==> src/rtl/spi_cmd_arbiter.sv <==
// Round-robin arbiter sharing one 9-bit SPI write engine and the panel reset channel; burst lock keeps command+data streams together.
// en_o[1] one cycle after req_i in IDLE, ack_o one cycle after done_i[1]; requesters hold req/word/lock until ack, a stuck engine is aborted by the done watchdog.
module spi_cmd_arbiter #(
   parameter int NUM_REQ     = 3,
   parameter int TIMEOUT_CYC = 1_000_000,
   parameter int IDX_W       = 3
) (
   input  logic                 clk,
   input  logic                 rst,
   input  logic [NUM_REQ-1:0]   req_i,
   input  logic [9*NUM_REQ-1:0] word_i,
   input  logic [NUM_REQ-1:0]   lock_i,
   output logic [NUM_REQ-1:0]   ack_o,
   output logic                 err_o,
   output logic [IDX_W-1:0]     gnt_idx_o,
   output logic                 busy_o,
   input  logic                 hwrst_req_i,
   output logic                 hwrst_ack_o,
   output logic [1:0]           en_o,
   output logic [8:0]           data_o,
   input  logic [1:0]           done_i
);

   localparam int NP = 2**IDX_W;
   localparam int TW = $clog2(TIMEOUT_CYC) + 1;

   typedef enum logic [2:0] {IDLE, ISSUE, WAIT_W, RST_ISSUE, RST_WAIT} state_t;

   state_t             state, state_nxt;
   logic [IDX_W-1:0]   owner, owner_nxt, rr_ptr, rr_nxt, pick, owner_inc;
   logic               pick_vld;
   logic               lock, lock_nxt, lock_lat, lock_lat_nxt;
   logic [TW-1:0]      timer, timer_nxt;
   logic               tmo;
   logic [8:0]         data_q, data_nxt;
   logic [NUM_REQ-1:0] ack_q, ack_nxt, owner_hot;
   logic               err_q, err_nxt, hwack_q, hwack_nxt;

   // Pad per-requester inputs to a power of two so any IDX_W index is in range.
   logic [NP-1:0] req_pad, lock_pad;
   logic [8:0]    word_arr [NP];

   for (genvar g = 0; g < NP; g++) begin : g_pad
      if (g < NUM_REQ) begin : g_real
         assign req_pad[g]  = req_i[g];
         assign lock_pad[g] = lock_i[g];
         assign word_arr[g] = word_i[9*g +: 9];
      end else begin : g_zero
         assign req_pad[g]  = 1'b0;
         assign lock_pad[g] = 1'b0;
         assign word_arr[g] = 9'h000;
      end
   end

   // Scan from the highest offset down so the nearest request at/after rr_ptr wins.
   always_comb begin
      int j;
      pick     = '0;
      pick_vld = 1'b0;
      for (int i = NUM_REQ - 1; i >= 0; i--) begin
         j = int'(rr_ptr) + i;
         if (j >= NUM_REQ) j = j - NUM_REQ;
         if (req_pad[IDX_W'(j)]) begin
            pick     = IDX_W'(j);
            pick_vld = 1'b1;
         end
      end
   end

   always_comb begin
      for (int k = 0; k < NUM_REQ; k++) owner_hot[k] = (owner == IDX_W'(k));
   end

   assign owner_inc = (owner == IDX_W'(NUM_REQ - 1)) ? '0 : owner + IDX_W'(1);
   assign tmo       = (timer == TW'(TIMEOUT_CYC - 1));

   always_comb begin
      state_nxt    = state;
      owner_nxt    = owner;
      rr_nxt       = rr_ptr;
      lock_nxt     = lock;
      lock_lat_nxt = lock_lat;
      timer_nxt    = timer + TW'(1);
      data_nxt     = data_q;
      ack_nxt      = '0;
      err_nxt      = 1'b0;
      hwack_nxt    = 1'b0;
      case (state)
         IDLE: begin
            timer_nxt = '0;
            if (hwrst_req_i && !lock) begin
               state_nxt = RST_ISSUE;
            end else if (lock) begin
               if (req_pad[owner]) begin
                  state_nxt = ISSUE;
                  data_nxt  = word_arr[owner];
               end
            end else if (pick_vld) begin
               state_nxt = ISSUE;
               owner_nxt = pick;
               data_nxt  = word_arr[pick];
            end
         end
         ISSUE: begin
            lock_lat_nxt = lock_pad[owner];
            state_nxt    = WAIT_W;
         end
         WAIT_W: begin
            if (done_i[1]) begin
               ack_nxt   = owner_hot;
               rr_nxt    = owner_inc;
               lock_nxt  = lock_lat;
               state_nxt = IDLE;
            end else if (tmo) begin
               ack_nxt   = owner_hot;
               err_nxt   = 1'b1;
               rr_nxt    = owner_inc;
               lock_nxt  = 1'b0;
               state_nxt = IDLE;
            end
         end
         RST_ISSUE: state_nxt = RST_WAIT;
         RST_WAIT: begin
            if (done_i[0]) begin
               hwack_nxt = 1'b1;
               state_nxt = IDLE;
            end else if (tmo) begin
               hwack_nxt = 1'b1;
               err_nxt   = 1'b1;
               state_nxt = IDLE;
            end
         end
         default: state_nxt = IDLE;
      endcase
   end

   always_ff @(posedge clk) begin
      if (rst) begin
         state    <= IDLE;
         owner    <= '0;
         rr_ptr   <= '0;
         lock     <= 1'b0;
         lock_lat <= 1'b0;
         timer    <= '0;
         data_q   <= '0;
         ack_q    <= '0;
         err_q    <= 1'b0;
         hwack_q  <= 1'b0;
      end else begin
         state    <= state_nxt;
         owner    <= owner_nxt;
         rr_ptr   <= rr_nxt;
         lock     <= lock_nxt;
         lock_lat <= lock_lat_nxt;
         timer    <= timer_nxt;
         data_q   <= data_nxt;
         ack_q    <= ack_nxt;
         err_q    <= err_nxt;
         hwack_q  <= hwack_nxt;
      end
   end

   assign en_o        = {state == ISSUE, state == RST_ISSUE};
   assign busy_o      = (state != IDLE);
   assign data_o      = data_q;
   assign gnt_idx_o   = owner;
   assign ack_o       = ack_q;
   assign err_o       = err_q;
   assign hwrst_ack_o = hwack_q;

endmodule

==> config.mk <==
export PLATFORM = sky130hd
export DESIGN_NAME = spi_cmd_arbiter
export DESIGN_NICKNAME = d
export VERILOG_FILES = /design/src/rtl/spi_cmd_arbiter.sv
export SDC_FILE = /design/constraint.sdc
export NUM_CORES = 1
export LEC_CHECK = 0
export BUFFER_PORTS_ARGS = -buffer_cell sky130_fd_sc_hd__buf_2
export CAP_MARGIN = 20
export CORE_MARGIN = 2
export CORE_UTILIZATION = 30
export DETAILED_ROUTE_END_ITERATION = 16
export HOLD_SLACK_MARGIN = 0.03
export PLACE_DENSITY = 0.57
export SLEW_MARGIN = 20
export SYNTH_ARGS = -nofsm -noshare
export SYNTH_HDL_FRONTEND = slang
export SYNTH_SLANG_ARGS = --single-unit
==> constraint.sdc <==
create_clock -name clk -period 7.05 [get_ports clk]
set_input_delay 1.41 -clock clk [delete_from_list [all_inputs] [get_ports clk]]
set_output_delay 1.41 -clock clk [all_outputs]
set_load 0.02 [all_outputs]
Word-level counts from Yosys, hierarchy flattened:

Cells that the tools add are included.

* input bits: 38
* register bits after elaboration: 46
* output and inout bits: 20
* word-level logic and storage cells: 107

* mux-type cells: 51
* bitwise operators: 6
* reductions and logical operators: 14
* order comparisons: 9
* $add $sub $neg: 7
* equal/unequal tests: 10

Operator list (number)
* 9-bit two-way mux: 7
* 9-bit binary-select mux with 3-bit select: 2
* 3-bit two-way mux: 18
* 21-bit by 1-bit adder with 21-bit output, second input constant: 1
* 21-bit by 20-bit == test with 1-bit output, second input constant: 1
* 1-bit two-way mux: 17
* 1-bit binary-select mux with 3-bit select: 5
* 3-bit by 5-bit < comparator with 1-bit output, second input constant: 3
* 3-bit one-hot mux with 5 select lines: 1
* 3-bit by 2-bit == test with 1-bit output, second input constant: 3
* 3-bit by 2-bit subtractor with 3-bit output, second input constant: 3
* 4-bit by 2-bit >= comparator with 1-bit output, second input constant: 2
* 4-bit >= comparator, second input constant: 2
* 4-bit != test, second input constant: 2
* 3-bit NOT with 4-bit output: 2
* 4-bit AND reduction: 2
* 3-bit by 1-bit == test with 1-bit output, second input constant: 2
* 3-bit zero test: 2
* 2-bit OR reduction: 3
* 3-bit by 1-bit adder with 4-bit output, second input constant: 1
* 3-bit by 2-bit adder with 4-bit output, second input constant: 1
* 3-bit by 4-bit < comparator with 1-bit output, second input constant: 1
* 1-bit NOT: 4
* 2-bit AND reduction: 2
* 9 further kinds: 10

Depth between registers and ports, before layout:

* word-level depth: 15
* depth in mapped cells: 13
* depth with buffers taken out: 9

Worst setup path after synthesis:

OpenSTA, ideal clock, no wires.

* path type: input-to-reg
* start point: input port req_i[0]
* end point: register data_q[2], in the netlist data_o[2]
* stages on the path: 8
* buffers on the path: 1
* slack: 3882 ps
* data required time: 6927 ps
* arrival time: 3045 ps
* library setup time: 123 ps
* cells stage by stage: mux2_2 -> and3_1 -> o31ai_2 -> o211ai_2 -> o31a_4 -> buf_6 -> o21ai_0 -> o22ai_1

* longest elaborated chain between the ends: 12

Ends and longest elaborated chain
* start: declaration: RTL line 10 `input logic [NUM_REQ-1:0] req_i,`
* 1-bit binary-select mux with 3-bit select: RTL line 63 `if (req_pad[IDX_W'(j)]) begin`
* 1-bit two-way mux (not written as such) (2 in series): RTL line 63
* 3-bit two-way mux (3 in series): RTL line 63
* 3-bit NOT with 4-bit output (not written as such): RTL line 101 `data_nxt = word_arr[pick];`
* 9-bit binary-select mux with 3-bit select: RTL line 101
* 9-bit two-way mux (not written as such) (2 in series): RTL line 101
* 9-bit two-way mux: RTL line 98 `end else if (pick_vld) begin`
* 9-bit two-way mux: RTL line 93 `end else if (lock) begin`
* end signal: assignment: RTL line 156 `data_q <= data_nxt;`
* end: declaration: RTL line 35 `logic [8:0] data_q, data_nxt;`

Several ways; a longest one is shown, not always the timed one. The select of a mux whose other input is x is not followed.
A chain may end at the register's enable or synchronous reset.

Final worst setup path:

* start point: register rr_ptr[0]
* end point: register data_q[3], in the netlist data_o[3]

* longest elaborated chain between the ends: 15

Ends and longest elaborated chain
* start: declaration: RTL line 30 `logic [IDX_W-1:0] owner, owner_nxt, rr_ptr, rr_nxt, pick, owner_inc;`
* start signal: assignment: RTL line 152 `rr_ptr <= rr_nxt;`
* 3-bit by 2-bit adder with 4-bit output: RTL line 61 `j = int'(rr_ptr) + i;`
* 4-bit by 2-bit >= comparator with 1-bit output or 3-bit by 2-bit subtractor with 3-bit output (tied branches): RTL line 62 `if (j >= NUM_REQ) j = j - NUM_REQ;`
* 3-bit two-way mux: RTL line 62
* 1-bit binary-select mux with 3-bit select: RTL line 63
* 1-bit two-way mux (not written as such) (2 in series): RTL line 63
* 3-bit two-way mux (3 in series): RTL line 63
* 3-bit NOT with 4-bit output (not written as such): RTL line 101
* 9-bit binary-select mux with 3-bit select: RTL line 101
* 9-bit two-way mux (not written as such) (2 in series): RTL line 101
* 9-bit two-way mux: RTL line 98
* 9-bit two-way mux: RTL line 93

Several ways; a longest one is shown, not always the timed one. The select of a mux whose other input is x is not followed.

==> metrics.txt <==
pwr dens=318 nW/um2; Worst VDD drop=0.000171 V; Netlist cell types=61; synth warn=0; DRT Pass-1 Iters=5; initial antenna violation count=0; Rows=37; Final Critical Period=3.52 ns; slowest CP cell=a21oi_1; worst hold slack=0.494 ns; #FFs+latches synth=46; share of the yosys chip area belonging to registers=29.1%; worst path required time=7.28 ns; Hold Violations, Final=0; Mapped Area=3160 um2; post-synthesis async set-or-reset flop share=0%; Post-CTS Hold Buffers=0; number of global-route vias before repair=2868; fraction of final layout cells sized beyond drive strength 1=19.1%; Hold Path Class=flop to flop; Initial Util=30.8%; GRT Total Usage=15.3%; status=finished, final reports clean; CTS root buf=clkbuf_8; CTS H-tree lvls=2; post-CTS setup buffer count=0; syn nets=431; Final Slew Violations=0; met3 wire len=484 um; Setup Slack @ Placement=3.48 ns; crit-path max FO=18; P&R area growth vs syn=15.1%; GP Congestion=0.878; post-cts gate resize count=0; CP endpoint kind=flop; routed wire length=8800 um; Die X=107 um; clk sinks=46; EDFF count, synth=0; fin cells=566; Max Used Layer=met4; maximum number of pins on one net before global-route repair=22; top post-synthesis cells by area=dfxtp_1 29%, mux2i_1 7.0%, nor2_1 6.9%; Routed Antenna Nets=0; relative slew slack=30.5%; FILL cells=1101; clock tree buffer depth=2; Core Footprint=10300 um2; Finished Core Util=35.4%; Iteration-0 DRC Markers=151; share of the synthesized area in the top cell type=29.1%; GRT Residual Overflow=0; CP delay by family, top=compound AO/OA/AOI/OAI gates; Max-Cap Viols=0; slowest stage delay, CP=0.67 ns; Fmax=284 MHz; met2 WL post-DR=3780 um; Antenna Cells=0; WS Path Type=flop to flop; # placed instances=558; DRC violations left=0; hpwl dp=6390 um; mean post-synth cell area=8.24 um2; CP bufs+invs=1; Final period util=49.9%; I/O pin count=58; worst-margin pin slew=1.04 ns; Fin Clk Skew=0.00980 ns; Final nets=476; die area=11400 um2; vias=3100; first-pass GRT wire length=14300 um; leakage power=1.36 nW; fin worst setup slack=3.53 ns; CTS buffer count=5; Critical Path Start Type=flop; I/O Buffers=57; Skew-Pair Late Insertion Delay=0.31 ns; CTS tree=built; WL per Instance=15.5 um; detailed-route vias per instance=5.48; ys flop type=dfxtp_1; Fin Setup TNS=0 ns; Syn Inst Count=384; RSZ-0062 raised after global routing=false; clock-pin transition on the worst setup and hold timing paths=0.09 ns; WL met1=4420 um; Setup violations, final=0; worst-path cell chain=ha_1 > ha_1 > a211oi_1 > o21ai_0 > buf_4 > o21ai_1 > o22ai_1 > a21oi_1 > o211ai_1 > o22ai_1; Vert. Die Dim=107 um; critical path data arrival time=3.75 ns; area leader, netlist=dfxtp_1
==> flip-flops by register name, summed over array words and instances (netlist names) <==
signal	flops
lock_lat	1
rr_ptr	3
lock	1
timer	21
ack_o	3
state	3
gnt_idx_o	3
hwrst_ack_o	1
data_o	9
err_o	1
==> cell families after synthesis <==
kind of cell | synth area share, %
AO/OA/AOI/OAI | 28.0
XOR/XNOR | 6.09
adder cells (fa/ha/maj) | 3.56
buffers and inverters | 3.92
flip-flops | 29.1
multiplexers | 7.32
AND/OR/NAND/NOR | 22.0
==> stage by stage <==
| step | instance area, um2 | power, mW |
|---|---|---|
| finish | 3640 | 1.16 |
| global placement | 3540 | 0.973 |
| CTS | 3640 | 1.15 |
| floorplan | 3160 | 0.819 |
| detailed placement | 3540 | 0.979 |
| global route | 3640 | 1.23 |
==> worst reg2reg max path, cell delays in order, from the launching register on <==
cell,delay (ns)
dfxtp_1,0.50
ha_1,0.30
ha_1,0.23
a211oi_1,0.56
o21ai_0,0.19
buf_4,0.23
o21ai_1,0.30
o22ai_1,0.12
a21oi_1,0.67
o211ai_1,0.18
o22ai_1,0.16
==> path summary, 6_finish.rpt <==
| kind | startpoint | cells after the start | slack (ns) | endpoint |
|---|---|---|---|---|
| max reg2reg | rr_ptr[0]$_SDFFE_PP0P_ | 10 | 3.53 | data_o[3]$_SDFFE_PP0P_ |
| min | timer[0]$_SDFF_PP0_ | 1 | 0.49 | timer[0]$_SDFF_PP0_ |
| max | rr_ptr[0]$_SDFFE_PP0P_ | 10 | 3.53 | data_o[3]$_SDFFE_PP0P_ |
| min reg2reg | timer[0]$_SDFF_PP0_ | 1 | 0.49 | timer[0]$_SDFF_PP0_ |
==> power by group <==
part           internal, mW  leakage, nW  switching (mW)  total [mW]
registers             0.303        0.374          0.0632       0.366
logic                 0.248        0.941           0.372       0.620
clock network        0.0711       0.0408           0.101       0.172
==> synthesized netlist by cell type (3+ instances only) <==
cell type   n
mux2i_1    22
o21ai_0    16
nor2_1     58
nand4_1     3
inv_1       7
nor3b_1     4
xnor2_1     8
o22ai_1    10
nand2_1    18
nand3_1    10
ha_1        9
xor2_1     14
clkbuf_1   18
o211ai_1   10
o22a_1     11
a31oi_1     3
a21oi_1    17
dfxtp_1    46
nor3_1     12
a211oi_1   13
a32oi_1    10
nor2b_1     8
and3_1      7
==> placed cells by master, fill, tap and decap left out, drive strengths merged, types with 2 or more instances in the layout <==
cell type / n
a211o: 2
a211oi: 14
a21oi: 17
a2bb2oi: 2
a31oi: 3
a32oi: 10
and2: 2
and3: 8
and3b: 2
buf: 60
clkbuf: 5
clkinvlp: 2
dfxtp: 46
ha: 9
inv: 8
mux2i: 22
nand2: 18
nand2b: 2
nand3: 10
nand4: 3
nor2: 58
nor2b: 8
nor3: 12
nor3b: 4
nor4b: 2
o2111a: 2
o211ai: 11
o21a: 2
o21ai: 19
o22a: 11
o22ai: 10
o31ai: 2
or2: 3
or3: 2
or4: 2
or4b: 2
xnor2: 8
xor2: 14
==> per-layer routing <==
layer  global-route usage [%]  vias to the layer above
met2                     23.9                       94
li1                         -                     1520
met5                        0                        -
met4                     4.08                        0
met3                     3.53                       13
met1                     21.2                     1473
==> final cells by class <==
class	instances	area, um2	share of cell area [%]
Timing Repair Buffer	60	308	8.45
Inverter	7	26.3	0.722
Clock buffer	5	68.8	1.89
Multi-Input combinational cell	309	2120	58.3
Tap cell	136	170	4.67
Clock inverter	3	23.8	0.653
Sequential cell	46	921	25.3
No activity file was read; power rests on OpenSTA's default activity.
